$ cat src/rtl/jtcop_mix_pkg.sv
// jtcop_mix_pkg
// Shared definitions for the layer mixer:
//   MIX_IDW         layer-ID width (3 bits covers up to 8 layers)
//   ORDER_PADW      width an order vector is zero-padded to for byte readout
//   st_sel_e        st_addr[7:4] select codes for the status port
//   identity_order  order vector with slot k holding layer k
//   order_byte      byte N of a padded order vector
package jtcop_mix_pkg;

    localparam int MIX_IDW    = 3;
    localparam int ORDER_PADW = 64;  // 8 bytes, addressed by st_addr[2:0]

    typedef enum logic [3:0] {
        ST_ACTIVE = 4'd0,
        ST_SHADOW = 4'd1,
        ST_FRAME  = 4'd2
    } st_sel_e;

    function automatic logic [ORDER_PADW-1:0] identity_order(input int nlayers);
        logic [ORDER_PADW-1:0] o;
        o = '0;
        for (int k = 0; k < 8; k++) begin
            if (k < nlayers) o[k*MIX_IDW +: MIX_IDW] = MIX_IDW'(k);
        end
        return o;
    endfunction

    function automatic logic [7:0] order_byte(input logic [ORDER_PADW-1:0] o,
                                              input logic [2:0]            sel);
        return o[{sel, 3'b000} +: 8];
    endfunction

endpackage

$ cat src/rtl/jtcop_mix_sel.sv
// jtcop_mix_sel
// Combinational priority logic for the mixer, two independent halves:
//   Stage-2 half: lyr_pxl + order  -> slot_pxl (pixels in priority order,
//                 zero for out-of-range IDs) and slot_opaque flags.
//   Stage-3 half: sel_slot_pxl/sel_slot_opaque/sel_order (registered copy of
//                 the stage-2 results) -> sel_pxl/sel_id of the winning slot,
//                 falling back to the last slot (backdrop) when none is opaque.
module jtcop_mix_sel
    import jtcop_mix_pkg::*;
#(
    parameter int NLAYERS = 4,
    parameter int PW      = 8,
    parameter int IDW     = 3
) (
    input  logic [NLAYERS*PW-1:0]  lyr_pxl,
    input  logic [NLAYERS*IDW-1:0] order,
    output logic [NLAYERS*PW-1:0]  slot_pxl,
    output logic [NLAYERS-1:0]     slot_opaque,

    input  logic [NLAYERS*PW-1:0]  sel_slot_pxl,
    input  logic [NLAYERS-1:0]     sel_slot_opaque,
    input  logic [NLAYERS*IDW-1:0] sel_order,
    output logic [PW-1:0]          sel_pxl,
    output logic [IDW-1:0]         sel_id
);

    logic [IDW-1:0] slot_id;

    // Reorder layers into priority slots. An ID past the last layer reads as
    // a zero pixel, which makes it transparent and a black backdrop.
    // NOTE: every always_comb output gets a default before any branch so no
    // path can leave it unassigned and infer a latch.
    always_comb begin
        slot_pxl    = '0;
        slot_opaque = '0;
        slot_id     = '0;
        for (int s = 0; s < NLAYERS; s++) begin
            slot_id = order[s*IDW +: IDW];
            if (int'(slot_id) < NLAYERS) begin
                slot_pxl[s*PW +: PW] = lyr_pxl[int'(slot_id)*PW +: PW];
            end
            slot_opaque[s] = slot_pxl[s*PW +: 4] != 4'd0;
        end
    end

    // Start from the backdrop and walk slots from bottom to top, so the
    // lowest-numbered opaque slot is the last one to overwrite the result.
    always_comb begin
        sel_pxl = sel_slot_pxl[(NLAYERS-1)*PW +: PW];
        sel_id  = sel_order[(NLAYERS-1)*IDW +: IDW];
        for (int s = NLAYERS - 1; s >= 0; s--) begin
            if (sel_slot_opaque[s]) begin
                sel_pxl = sel_slot_pxl[s*PW +: PW];
                sel_id  = sel_order[s*IDW +: IDW];
            end
        end
    end

endmodule

$ cat src/rtl/jtcop_layer_mix.sv
// jtcop_layer_mix
// Three-stage layer priority mixer with frame-synchronised priority order.
//   clk, rst            single clock, synchronous active-high reset
//   pxl_cen             pixel enable; pipeline stages advance only when high
//   LHBL, LVBL          active-low blanking aligned with pxl_in
//   pxl_in, gfx_en      layer pixels (layer k at [k*PW +: PW]), per-layer enable
//   order_in, order_we  new priority order (slot 0 topmost) and its write strobe
//   pxl_out, lyr_out    mixed pixel and the ID of the layer that produced it
//   LHBL_dly, LVBL_dly  blanking delayed to line up with pxl_out
//   st_addr, st_dout    status readout (orders, frame counter), 1 clk latency
// Order writes land in a shadow register and move to the active order at the
// start of vertical blank, so priorities never change mid-frame.
module jtcop_layer_mix
    import jtcop_mix_pkg::*;
#(
    parameter int NLAYERS = 4,
    parameter int PW      = 8,
    parameter int IDW     = 3
) (
    input  logic                   clk,
    input  logic                   rst,
    input  logic                   pxl_cen,
    input  logic                   LHBL,
    input  logic                   LVBL,
    input  logic [NLAYERS*PW-1:0]  pxl_in,
    input  logic [NLAYERS-1:0]     gfx_en,
    input  logic [NLAYERS*IDW-1:0] order_in,
    input  logic                   order_we,
    output logic [PW-1:0]          pxl_out,
    output logic [IDW-1:0]         lyr_out,
    output logic                   LHBL_dly,
    output logic                   LVBL_dly,
    input  logic [7:0]             st_addr,
    output logic [7:0]             st_dout
);

    localparam int OW = NLAYERS * IDW;
    localparam logic [ORDER_PADW-1:0] ID_FULL  = identity_order(NLAYERS);
    localparam logic [OW-1:0]         ID_ORDER = ID_FULL[OW-1:0];

    // Stage 1: enabled layer pixels
    logic [NLAYERS*PW-1:0]  s1_pxl_q, s1_pxl_d;
    logic                   s1_hbl_q, s1_hbl_d, s1_vbl_q, s1_vbl_d;
    // Stage 2: pixels in slot order plus opaque flags
    logic [NLAYERS*PW-1:0]  s2_slot_pxl_q, s2_slot_pxl_d;
    logic [NLAYERS-1:0]     s2_opaque_q, s2_opaque_d;
    logic [OW-1:0]          s2_order_q, s2_order_d;
    logic                   s2_hbl_q, s2_hbl_d, s2_vbl_q, s2_vbl_d;
    // Stage 3: output
    logic [PW-1:0]          pxl_q, pxl_d;
    logic [IDW-1:0]         lyr_q, lyr_d;
    logic                   hdly_q, hdly_d, vdly_q, vdly_d;
    // Order control and status
    logic [OW-1:0]          shadow_q, shadow_d, active_q, active_d;
    logic                   lvbl_last_q, lvbl_last_d;
    logic [7:0]             frame_q, frame_d;
    logic [7:0]             st_q, st_d;

    logic [NLAYERS*PW-1:0]  slot_pxl;
    logic [NLAYERS-1:0]     slot_opaque;
    logic [PW-1:0]          sel_pxl;
    logic [IDW-1:0]         sel_id;
    logic                   vbl_fall;
    logic [ORDER_PADW-1:0]  active_pad, shadow_pad;
    logic                   st_unused;

    jtcop_mix_sel #(
        .NLAYERS (NLAYERS),
        .PW      (PW),
        .IDW     (IDW)
    ) u_sel (
        .lyr_pxl         (s1_pxl_q),
        .order           (active_q),
        .slot_pxl        (slot_pxl),
        .slot_opaque     (slot_opaque),
        .sel_slot_pxl    (s2_slot_pxl_q),
        .sel_slot_opaque (s2_opaque_q),
        .sel_order       (s2_order_q),
        .sel_pxl         (sel_pxl),
        .sel_id          (sel_id)
    );

    // Pixel pipeline
    always_comb begin
        s1_pxl_d      = s1_pxl_q;
        s1_hbl_d      = s1_hbl_q;
        s1_vbl_d      = s1_vbl_q;
        s2_slot_pxl_d = s2_slot_pxl_q;
        s2_opaque_d   = s2_opaque_q;
        s2_order_d    = s2_order_q;
        s2_hbl_d      = s2_hbl_q;
        s2_vbl_d      = s2_vbl_q;
        pxl_d         = pxl_q;
        lyr_d         = lyr_q;
        hdly_d        = hdly_q;
        vdly_d        = vdly_q;
        if (pxl_cen) begin
            for (int k = 0; k < NLAYERS; k++) begin
                s1_pxl_d[k*PW +: PW] = gfx_en[k] ? pxl_in[k*PW +: PW] : '0;
            end
            s1_hbl_d      = LHBL;
            s1_vbl_d      = LVBL;
            s2_slot_pxl_d = slot_pxl;
            s2_opaque_d   = slot_opaque;
            s2_order_d    = active_q;
            s2_hbl_d      = s1_hbl_q;
            s2_vbl_d      = s1_vbl_q;
            hdly_d        = s2_hbl_q;
            vdly_d        = s2_vbl_q;
            // During blanking the pixel is black and the layer ID is held.
            if (s2_hbl_q && s2_vbl_q) begin
                pxl_d = sel_pxl;
                lyr_d = sel_id;
            end else begin
                pxl_d = '0;
            end
        end
    end

    // Order registers and frame counter run on every clk, not on pxl_cen.
    assign vbl_fall = lvbl_last_q & ~LVBL;

    always_comb begin
        lvbl_last_d = LVBL;
        shadow_d    = order_we ? order_in : shadow_q;
        active_d    = active_q;
        // A write while LVBL is low goes straight to the active order; this
        // also gives a write coinciding with the falling edge priority over
        // the older shadow value.
        if (order_we && !LVBL) begin
            active_d = order_in;
        end else if (vbl_fall) begin
            active_d = shadow_q;
        end
        frame_d = vbl_fall ? frame_q + 8'd1 : frame_q;
    end

    // Status readout
    assign active_pad = {{(ORDER_PADW-OW){1'b0}}, active_q};
    assign shadow_pad = {{(ORDER_PADW-OW){1'b0}}, shadow_q};
    assign st_unused  = st_addr[3];

    always_comb begin
        st_d = 8'hff;
        case (st_addr[7:4])
            ST_ACTIVE: st_d = order_byte(active_pad, st_addr[2:0]);
            ST_SHADOW: st_d = order_byte(shadow_pad, st_addr[2:0]);
            ST_FRAME:  st_d = frame_q;
            default:   st_d = 8'hff;
        endcase
    end

    // NOTE: sequential state is updated with non-blocking assignments only,
    // so every flop samples the pre-edge value of every other flop.
    always_ff @(posedge clk) begin
        if (rst) begin
            s1_pxl_q      <= '0;
            s1_hbl_q      <= 1'b0;
            s1_vbl_q      <= 1'b0;
            s2_slot_pxl_q <= '0;
            s2_opaque_q   <= '0;
            s2_order_q    <= '0;
            s2_hbl_q      <= 1'b0;
            s2_vbl_q      <= 1'b0;
            pxl_q         <= '0;
            lyr_q         <= '0;
            hdly_q        <= 1'b0;
            vdly_q        <= 1'b0;
            shadow_q      <= ID_ORDER;
            active_q      <= ID_ORDER;
            lvbl_last_q   <= 1'b1;
            frame_q       <= 8'd0;
            st_q          <= 8'd0;
        end else begin
            s1_pxl_q      <= s1_pxl_d;
            s1_hbl_q      <= s1_hbl_d;
            s1_vbl_q      <= s1_vbl_d;
            s2_slot_pxl_q <= s2_slot_pxl_d;
            s2_opaque_q   <= s2_opaque_d;
            s2_order_q    <= s2_order_d;
            s2_hbl_q      <= s2_hbl_d;
            s2_vbl_q      <= s2_vbl_d;
            pxl_q         <= pxl_d;
            lyr_q         <= lyr_d;
            hdly_q        <= hdly_d;
            vdly_q        <= vdly_d;
            shadow_q      <= shadow_d;
            active_q      <= active_d;
            lvbl_last_q   <= lvbl_last_d;
            frame_q       <= frame_d;
            st_q          <= st_d;
        end
    end

    assign pxl_out  = pxl_q;
    assign lyr_out  = lyr_q;
    assign LHBL_dly = hdly_q;
    assign LVBL_dly = vdly_q;
    assign st_dout  = st_q;

endmodule

$ cat config.mk
export PLATFORM = sky130hd
export DESIGN_NAME = jtcop_layer_mix
export DESIGN_NICKNAME = d
export VERILOG_FILES = /design/src/rtl/jtcop_mix_pkg.sv /design/src/rtl/jtcop_mix_sel.sv /design/src/rtl/jtcop_layer_mix.sv
export SDC_FILE = /design/constraint.sdc
export NUM_CORES = 1
export LEC_CHECK = 0
export ABC_AREA = 1
export BUFFER_PORTS_ARGS = -buffer_cell sky130_fd_sc_hd__buf_2
export CORE_ASPECT_RATIO = 0.8
export CORE_UTILIZATION = 40
export CTS_CLUSTER_DIAMETER = 100
export DETAILED_ROUTE_END_ITERATION = 12
export PLACE_DENSITY_LB_ADDON = 0.15
export SLEW_MARGIN = 20
export SYNTH_ARGS = -nofsm -noshare
export SYNTH_HDL_FRONTEND = slang
export SYNTH_SLANG_ARGS = --single-unit
$ cat constraint.sdc
create_clock -name clk -period 3.4 [get_ports clk]
set_input_delay 0.34 -clock clk [delete_from_list [all_inputs] [get_ports clk]]
set_output_delay 0.34 -clock clk [all_outputs]
set_load 0.005 [all_outputs]
==> results.json <==
{
  "yosysTopAreaCellShare": 0.414,
  "wl_per_cell_um": 15.6,
  "finalCriticalPeriod_ns": 1.81,
  "async_reset_ff_frac": 0,
  "holdCritPathClass": "input pin to flop",
  "gr-usage-met2": 0.317,
  "crit_type": "flop to flop",
  "worst_setup_path_end_kind": "flop",
  "clockRootBuffer": "clkbuf_16",
  "finalCritPeriodShare": 0.532,
  "synth_top_area_cell": "dfxtp_1",
  "synth_cell_types": 30,
  "ant_nets": 0,
  "first_pass_iters": 6,
  "power_leakage_nw": 3.36,
  "multi_input_comb_area_mm2": 0.00333,
  "slew_headroom": 0.432,
  "ys_seq_elements": 137,
  "drv_slew": 0,
  "ios": 83,
  "setup-violations-final": 0,
  "die_x_um": 146,
  "min_path_cells": 3,
  "numCtsBuffers": 17,
  "status": "finished clean",
  "drt-initial-drc-count": 722,
  "grt_util_met3": 0.0477,
  "rsz0062_at_grt": "false",
  "cts_tree": "built",
  "grt_pass1_vias": 5609,
  "rows": 41,
  "antenna_found_initial": 0,
  "holdBufCountCts": 0,
  "max_freq_mhz": 553,
  "syn-cell-area_mm2": 0.00663,
  "synth_edf_count": 0,
  "core_mm2": 0.0160,
  "timing.critical_path.from_type": "flop",
  "synth_cells": 993,
  "grt_pass1_wl_um": 31200,
  "place_congestion": 0.888,
  "clk_path_buf_depth": 2,
  "synth_area_leaders": "dfxtp_1 41%, nand2_1 15%, a21oi_1 11%",
  "insertion_delay_ns": 0.42,
  "worstRegToRegCells": 7,
  "syn_nets": 1056,
  "ys_top_cells_by_count": "264 x nand2_1, 144 x a21oi_1, 137 x dfxtp_1",
  "peakVddDrop_mv": 0.330,
  "ys.flop_type": "dfxtp_1",
  "ys_warn_count": 0,
  "finalHoldViolations": 0,
  "fin_tns_setup_ns": 0,
  "power_density_mw_per_mm2": 552,
  "via_count": 6589,
  "tightest_slew_ns": 0.849,
  "layout.nets": 1101,
  "die_area_mm2": 0.0171,
  "routed_wl_um": 19800,
  "initial_core_util": 0.414,
  "overflow": 0,
  "vias_per_cell": 5.20,
  "met1_usage": 0.376,
  "grt_busiest_layer": "met1",
  "seq_area_mm2": 0.00274,
  "syn_to_final_growth_pct": 16.3,
  "path_max_fanout": 14,
  "seq_area_frac_synth": 0.414,
  "finalPower_mw": 4.26,
  "path_clk_slew_ns": 0.06,
  "critical_path_required_ns": 3.71,
  "grt_max_degree": 91,
  "portBuffers": 81,
  "h-tree-depth": 4,
  "grtUsageTotal": 0.239,
  "yosysMostFrequentCell": "nand2_1",
  "post-cts-setup-buffer-count": 0,
  "cts_resized": 0,
  "worstPathArrival_ns": 2.12,
  "fillerInstances": 1712,
  "maxCapViolCount": 0,
  "cts_num_sinks": 137,
  "drive_gt1_frac": 0.133,
  "antenna_cells": 0,
  "place_hpwl_um": 13400,
  "skew_ns": 0.00704,
  "die_h_um": 117,
  "avgSynthCellArea_um2": 6.67,
  "post-route-drc-count": 0
}
==> critical path: stages (launching register included) <==
cell and delay [ns]:
dfxtp_1 0.69, inv_1 0.33, nand3_1 0.16, o21ai_0 0.17, nand2_1 0.13, nand2_1 0.06, nor2_1 0.12, nor2_1 0.04
==> worst paths after layout <==
path               startpoint  slack, ns             end
setup / recovery  active_q[7]       1.59  s2_opaque_q[2]
hold / removal    order_in[9]       0.15     shadow_q[9]
setup reg to reg  active_q[7]       1.59  s2_opaque_q[2]
hold reg to reg    pxl_out[7]       0.46      pxl_out[7]
==> area by class of cell <==
type	instances	area share
Clock inverter	11	0.0216
Clock buffer	21	0.0597
Sequential cell	137	0.356
Multi-Input combinational cell	721	0.432
Inverter	70	0.0341
Tap cell	215	0.0349
Timing Repair Buffer	91	0.0623
==> registers in the layout, summed over array words and instances (netlist names), 8 cells and up <==
| signal | cells |
|---|---|
| st_dout | 8 |
| active_q | 12 |
| s1_pxl_q | 32 |
| s2_order_q | 12 |
| frame_q | 8 |
| shadow_q | 12 |
| pxl_out | 8 |
| s2_slot_pxl_q | 32 |
==> routing by layer <==
layer  share of wire  vias up
met4           0.014        0
met1            0.53     2974
li1                -     3352
met3           0.076       18
met2            0.38      245
met5               0        -
==> report_power, final <==
| part | internal, mW | switching, mW | leakage (nW) |
|---|---|---|---|
| combinational | 0.169 | 0.352 | 1.93 |
| clock | 1.27 | 0.707 | 0.312 |
| sequential | 1.69 | 0.0711 | 1.12 |
| total | 3.13 | 1.13 | 3.36 |
==> cell usage in the layout, fill, tap and decap left out <==
master	count
nand2_1	264
a21oi_1	144
dfxtp_1	137
o21ai_0	121
nand3_1	87
buf_2	81
nor2_1	70
inv_1	67
clkbuf_16	17
buf_4	10
o211ai_1	7
nand2_2	4
bufinv_16	4
clkinv_2	4
o2111ai_1	3
nand4_1	3
nor2_4	3
nor2_2	3
inv_2	2
nand2_4	2
nand3b_1	2
clkbuf_8	2
clkbuf_1	2
inv_6	2
clkinv_1	1
a31oi_1	1
nor3_2	1
o21a_1	1
nor2_8	1
nor3_4	1
nand3_4	1
a21oi_2	1
ha_1	1
clkinv_4	1
==> cells by family after synthesis <==
family,after synthesis,share of synthesized area
buffers and inverters,135,0.0842
AO/OA/AOI/OAI,278,0.215
adder cells (fa/ha/maj),1,0.00189
flip-flops,137,0.414
AND/OR/NAND/NOR,442,0.285
==> per-stage QoR <==
step	hold slack [ns]	cells	area [um^2]	worst slack [ns]	util
2_1_floorplan	0.438	993	6630	2.23	-
5_1_grt	0.155	1266	7710	1.40	0.482
6_report	0.150	1266	7710	1.59	0.482
3_3_place_gp	0.451	1234	7080	1.26	0.442
3_5_place_dp	0.453	1234	7080	1.22	0.442
4_1_cts	0.134	1266	7710	1.62	0.482
(Power assumes the default switching activity.)
